## config.mk

```make
export PLATFORM = sky130hd
export DESIGN_NAME = hazard_scoreboard
export DESIGN_NICKNAME = d
export VERILOG_FILES = /design/src/rtl/hazard_scoreboard_pkg.sv /design/src/rtl/hazard_scoreboard_hilo_busy_ctr.sv /design/src/rtl/hazard_scoreboard.sv
export SDC_FILE = /design/constraint.sdc
export NUM_CORES = 1
export LEC_CHECK = 0
export ABC_AREA = 1
export BUFFER_PORTS_ARGS = -buffer_cell sky130_fd_sc_hd__buf_2
export CAP_MARGIN = 40
export CORE_AREA = 10 10 133 135
export CTS_BUF_LIST = sky130_fd_sc_hd__clkbuf_4 sky130_fd_sc_hd__clkbuf_8
export CTS_CLUSTER_SIZE = 40
export DETAILED_ROUTE_END_ITERATION = 7
export DIE_AREA = 0 0 143 145
export GPL_ROUTABILITY_DRIVEN = 0
export HOLD_SLACK_MARGIN = 0.1
export PLACE_DENSITY = 0.78
export SETUP_SLACK_MARGIN = 0.4
export SYNTH_ARGS = -nofsm -noshare
export SYNTH_HDL_FRONTEND = slang
export SYNTH_HIERARCHICAL = 1
export SYNTH_SLANG_ARGS = --single-unit
```

## constraint.sdc

```tcl
create_clock -name clk -period 3.65 [get_ports clk]
set_input_delay 0.73 -clock clk [delete_from_list [all_inputs] [get_ports clk]]
set_output_delay 0.73 -clock clk [all_outputs]
set_load 0.02 [all_outputs]
```

## src/rtl/hazard_scoreboard_pkg.sv

```systemverilog
// Shared encodings for the D-stage hazard scoreboard: Tuse/Tnew codes,
// HI/LO latencies, CP0 indices and stall_cause bit positions.
package hazard_scoreboard_pkg;

    localparam int unsigned DEF_MULT_CYCLES = 5;
    localparam int unsigned DEF_DIV_CYCLES  = 10;
    localparam int unsigned CAUSE_W         = 4;

    typedef enum logic [1:0] {
        TUSE_D    = 2'd0,
        TUSE_E    = 2'd1,
        TUSE_M    = 2'd2,
        TUSE_NONE = 2'd3
    } tuse_e;

    typedef enum logic [1:0] {
        TNEW_READY = 2'd0,
        TNEW_ALU   = 2'd1,
        TNEW_LOAD  = 2'd2,
        TNEW_LONG  = 2'd3
    } tnew_e;

    typedef enum logic [4:0] {
        CP0_SR    = 5'd12,
        CP0_CAUSE = 5'd13,
        CP0_EPC   = 5'd14
    } cp0_idx_e;

    typedef enum int unsigned {
        CAUSE_RS   = 0,
        CAUSE_RT   = 1,
        CAUSE_HILO = 2,
        CAUSE_ERET = 3
    } cause_bit_e;

endpackage

```

## src/rtl/hazard_scoreboard_hilo_busy_ctr.sv

```systemverilog
// HI/LO unit busy counter: loaded with latency+1 when mult/div issues,
// then counts down; busy while nonzero.
module hilo_busy_ctr
    import hazard_scoreboard_pkg::*;
#(
    parameter int unsigned MULT_CYCLES = DEF_MULT_CYCLES,
    parameter int unsigned DIV_CYCLES  = DEF_DIV_CYCLES
) (
    input  logic clk,
    input  logic reset,
    input  logic start,
    input  logic is_div,
    output logic busy
);

    localparam int unsigned CW = $clog2(DIV_CYCLES + 2);

    logic [CW-1:0] mdc;

    always_ff @(posedge clk or negedge reset) begin
        if (!reset) begin
            mdc <= '0;
        end else if (start) begin
            mdc <= is_div ? CW'(DIV_CYCLES + 1) : CW'(MULT_CYCLES + 1);
        end else if (mdc != '0) begin
            mdc <= mdc - CW'(1);
        end
    end

    assign busy = (mdc != '0);

endmodule

```

## src/rtl/hazard_scoreboard.sv

```systemverilog
// D-stage hazard scoreboard: per-GPR Tnew countdown compared against
// operand Tuse, plus HI/LO busy and the mtc0-EPC -> eret guard window.
module hazard_scoreboard
    import hazard_scoreboard_pkg::*;
#(
    parameter int unsigned NREG        = 32,
    parameter int unsigned TW          = 2,
    parameter int unsigned MULT_CYCLES = DEF_MULT_CYCLES,
    parameter int unsigned DIV_CYCLES  = DEF_DIV_CYCLES,
    parameter int unsigned EPC_ADDR    = CP0_EPC,
    parameter int unsigned EPC_WIN     = 2,
    localparam int unsigned AW         = $clog2(NREG)
) (
    input  logic                clk,
    input  logic                reset,
    input  logic                d_valid,
    input  logic [AW-1:0]       d_rs,
    input  logic [AW-1:0]       d_rt,
    input  logic [TW-1:0]       d_tuse_rs,
    input  logic [TW-1:0]       d_tuse_rt,
    input  logic                d_wr,
    input  logic [AW-1:0]       d_dst,
    input  logic [TW-1:0]       d_tnew,
    input  logic                d_md_start,
    input  logic                d_md_div,
    input  logic                d_md_use,
    input  logic                d_mtc0,
    input  logic [4:0]          d_cp0_rd,
    input  logic                d_eret,
    input  logic                flush,
    output logic                stall,
    output logic [CAUSE_W-1:0]  stall_cause,
    output logic                md_busy,
    output logic [NREG-1:0]     pending
);

    localparam int unsigned EW = (EPC_WIN < 1) ? 1 : $clog2(EPC_WIN + 1);

    logic [TW-1:0] sb [NREG];
    logic [EW-1:0] ec;
    logic          issue;
    logic          sb_load;
    logic          stall_rs, stall_rt, stall_hilo, stall_eret;

    assign stall_rs   = d_valid & (d_rs != '0) & (d_tuse_rs < sb[d_rs]);
    assign stall_rt   = d_valid & (d_rt != '0) & (d_tuse_rt < sb[d_rt]);
    assign stall_hilo = d_valid & d_md_use & md_busy;
    assign stall_eret = d_valid & d_eret & (ec != '0);

    always_comb begin
        stall_cause             = '0;
        stall_cause[CAUSE_RS]   = stall_rs;
        stall_cause[CAUSE_RT]   = stall_rt;
        stall_cause[CAUSE_HILO] = stall_hilo;
        stall_cause[CAUSE_ERET] = stall_eret;
    end

    assign stall   = |stall_cause;
    assign issue   = d_valid & ~stall & ~flush;
    assign sb_load = issue & d_wr & (d_dst != '0);

    // A load replaces the decrement for its entry; r0 is pinned at zero.
    always_ff @(posedge clk or negedge reset) begin
        if (!reset) begin
            for (int unsigned r = 0; r < NREG; r++) sb[r] <= '0;
        end else begin
            for (int unsigned r = 0; r < NREG; r++) begin
                if (r == 0 || flush) begin
                    sb[r] <= '0;
                end else if (sb_load && d_dst == AW'(r)) begin
                    sb[r] <= d_tnew;
                end else if (sb[r] != '0) begin
                    sb[r] <= sb[r] - TW'(1);
                end
            end
        end
    end

    always_ff @(posedge clk or negedge reset) begin
        if (!reset) begin
            ec <= '0;
        end else if (flush) begin
            ec <= '0;
        end else if (issue && d_mtc0 && d_cp0_rd == 5'(EPC_ADDR)) begin
            ec <= EW'(EPC_WIN);
        end else if (ec != '0) begin
            ec <= ec - EW'(1);
        end
    end

    always_comb begin
        pending = '0;
        for (int unsigned r = 0; r < NREG; r++) pending[r] = (sb[r] != '0);
    end

    hilo_busy_ctr #(
        .MULT_CYCLES (MULT_CYCLES),
        .DIV_CYCLES  (DIV_CYCLES)
    ) u_hilo_busy_ctr (
        .clk    (clk),
        .reset  (reset),
        .start  (issue & d_md_start),
        .is_div (d_md_div),
        .busy   (md_busy)
    );

endmodule

```

==> key figures <==
Logic synthesis
  • Synthesized net count: 1,227
  • Post-synth top area share: 0.229
  • Synth Area in Simple Gates: 0.465
  • Dominant cell type by area after synthesis: dfrtp_1
  • Xor-xnor portion of the synthesized cell area: 0.00118
  • Synth warn: 6
  • Mux contribution to synthesized area: 0
  • Syn avg cell area: 6.44 µm²
  • Largest family of logic cells by synthesized area: simple AND/OR/NAND/NOR gates
  • Sequential element share of the synthesized area: 0.229
  • Ranking of synthesized cells by area: dfrtp_1, nand2_1, inv_1, nand4_4, nand3_1
  • Yosys reg bits: just under 70
  • Unique cell type count in the Yosys netlist: 35
  • Compound-Gate Fraction of Synth Area: 0.0917
  • Syn Inst Count: 1,155
  • Synth Cell Area: approximately 7400 µm²
  • Adder-cell share of the synthesized area: 0.0606

Placement
  • Pre-CTS setup slack: 95.5 ps
  • Post-DP HPWL: 16,700 µm
  • IO Port Bufs: 72

Final layout
  • Most frequent cells in the layout: nand2_1, inv_1, nand3_1
  • # diodes: 0
  • Layout overhead on the synthesized area: 11.7%
  • Most common cell after layout, fill and taps aside: nand2_1
  • Nets: around 1,300
  • Layout cells sized above 1: 0.166

CTS
  • H-tree lvl count: 3
  • CTS tree: yes
  • Worst-skew pair later-pin latency: approximately 390 ps
  • Worst-path clk slew: 80 ps
  • TritonCTS Buffers: 9
  • CTS Sinks: 68
  • Root buffer cell: clkbuf_8
  • Clock tree buffer depth: 2

Setup path
  • WP depth: 10
  • Delay-heaviest family, CP: compound AO/OA/AOI/OAI gates
  • Setup crit start: d_rt[0]
  • Crit-path max cell delay: 360 ps
  • Worst Path Class, Setup: in -> out
  • CP max-delay cell: ha_2
  • FF-to-FF End: sb[61]
  • Setup slack, reg-to-reg: ~700 ps
  • FF-to-FF Start: sb[35]
  • Required @ worst endpoint: 2920 ps
  • Worst-path cell chain: buf_12, buf_16, o21ai_4, nand2_1, a211oi_2, nor3_2, a221oi_2, ha_2, a21oi_4, buf_6
  • Crit path capture: stall_cause[1]
  • Crit path capture type: output port
  • Critical Path AT: 2540 ps
  • Crit Path Max Fanout: 6
  • Buf/Inv on CP: 3
  • Register-to-Register Path Depth: 18
  • CP startpoint kind: primary input

Timing
  • Period utilization: 0.896
  • Worst Max-Slew Pin Slew: 787 ps
  • Clock skew: 9.11 ps
  • Worst slew margin: 0.471
  • Fin crit period: between 3000 and 4000 ps
  • Slew Viols, Final: 0
  • Final setup violation count: 0
  • Setup WS post-layout: 380 ps
  • Setup tns final: 0 ps
  • Worst hold margin: 354 ps
  • Hold Violations, Final: 0
  • Max Clock Freq: just over 300 MHz
  • RSZ-0062 raised after global routing: true

Die
  • Core Rows: 45
  • # IOs: 74
  • Die width: between 100 and 150 µm
  • Initial Utilization: 0.495
  • Die height: about 150 µm
  • DIE AREA: 20,700 µm²
  • Core Area: around 15,000 µm²

Detailed routing
  • Vias per cell: 5.58
  • Routed WL per cell: ~16 µm
  • Total vias in the final route: between 7,000 and 8,000
  • DRT Wirelength: around 23,000 µm
  • Post-route DRC: 14
  • Antenna Nets Post-Route: 0
  • Initial DRC Count: 916
  • TritonRoute pass-1 iters: 8

Run
  • MaxCap Viol Count: 0

Min path
  • Hold Crit Class: in -> async

Pwr
  • VDD IR max: 0.260 mV
  • Power density cells: about 550 nW/µm²
  • Lkg Pwr: 4.56 nW

Outcome
  • Failing checks: DRC
  • Status: complete, but fails checks

Global routing
  • Vias in the first global route: 7,285
  • GR Overflow Total: 0
  • Initial antenna violation count: 0
  • Total Routing Usage GR: 0.218
  • Largest net degree at the start of global routing: 53
  • Global-route wire length before repair: roughly 37,000 µm
-- Yosys cell counts, drive strengths merged --
cell,number
nand2,436
inv,190
nand3,100
nand4,94
dfrtp,68
a21oi,62
nor2,42
o21ai,41
buf,36
ha,36
clkbuf,25
nor3,12
o211ai,3
nor3b,2
a211oi,1
a221oi,1
and3,1
clkinv,1
conb,1
nand3b,1
o21bai,1
xnor2,1
-- where the power goes --
part / switching [W] / total (W) / internal (W)
registers: 0.000244 / 0.00124 / 0.000995
clock network: 0.000327 / 0.000652 / 0.000325
logic: 0.00174 / 0.00270 / 0.000960
-- worst reg2reg max path: cells and delay by family, from the launching register on --
kind,cells,cell delay [ps]
fa+ha+maj,1,240
compound gates,6,980
simple gates,7,780
flops,1,380
buf+inv,4,520
-- metrics by stage --
stage	cells	area (µm²)	utilization	total power, W
global route	1396	8310	0.553	0.00500
floorplan	1155	7440	-	0.00317
detailed placement	1376	7880	0.524	0.00386
finish	1396	8310	0.553	0.00459
CTS	1394	8200	0.545	0.00455
global placement	1375	7860	0.523	0.00379
-- cell families after synthesis --
family	after synthesis
buf+inv	252
other cells	1
xor+xnor	1
simple gates	688
fa+ha+maj	36
compound gates	109
flops	68
-- flip-flops by register name (all words and copies together), names as in the netlist --
| register | cells |
|---|---|
| ec | 2 |
| sb | 62 |
| u_hilo_busy_ctr/mdc | 4 |
-- per-layer routing --
metal	GRT usage	routed length, µm
met1	0.286	9590
met5	0	0
met4	0.0970	710
met3	0.0450	2360
met2	0.335	10300
-- worst min path at each step --
stage           from     end  slack [ps]
2_1_floorplan  reset   ec[0]         430
3_3_place_gp   sb[5]   sb[5]         460
3_5_place_dp   sb[5]   sb[5]         460
4_1_cts        reset  sb[15]         370
5_1_grt        reset  sb[15]         400
6_report       reset  sb[13]         350
-- area by class of cell --
type / instances / area, µm²
fill: 1485 / 6720
multi-input combinational: 835 / 4670
sequential: 68 / 1700
timing repair buffer: 99 / 774
inverter: 191 / 737
tap: 188 / 235
clock buffer: 14 / 186
clock inverter: 1 / 5.00
-- what timing repair did --
item	CTS	global route
gates cloned	2	2
hold buffers	0	0
resized for setup	24	26
endpoints found under the hold margin	0	0
pin swaps	6	9
setup buffers	1	0
setup endpoints to repair	2	3
No activity file was read; power rests on OpenSTA's default activity.
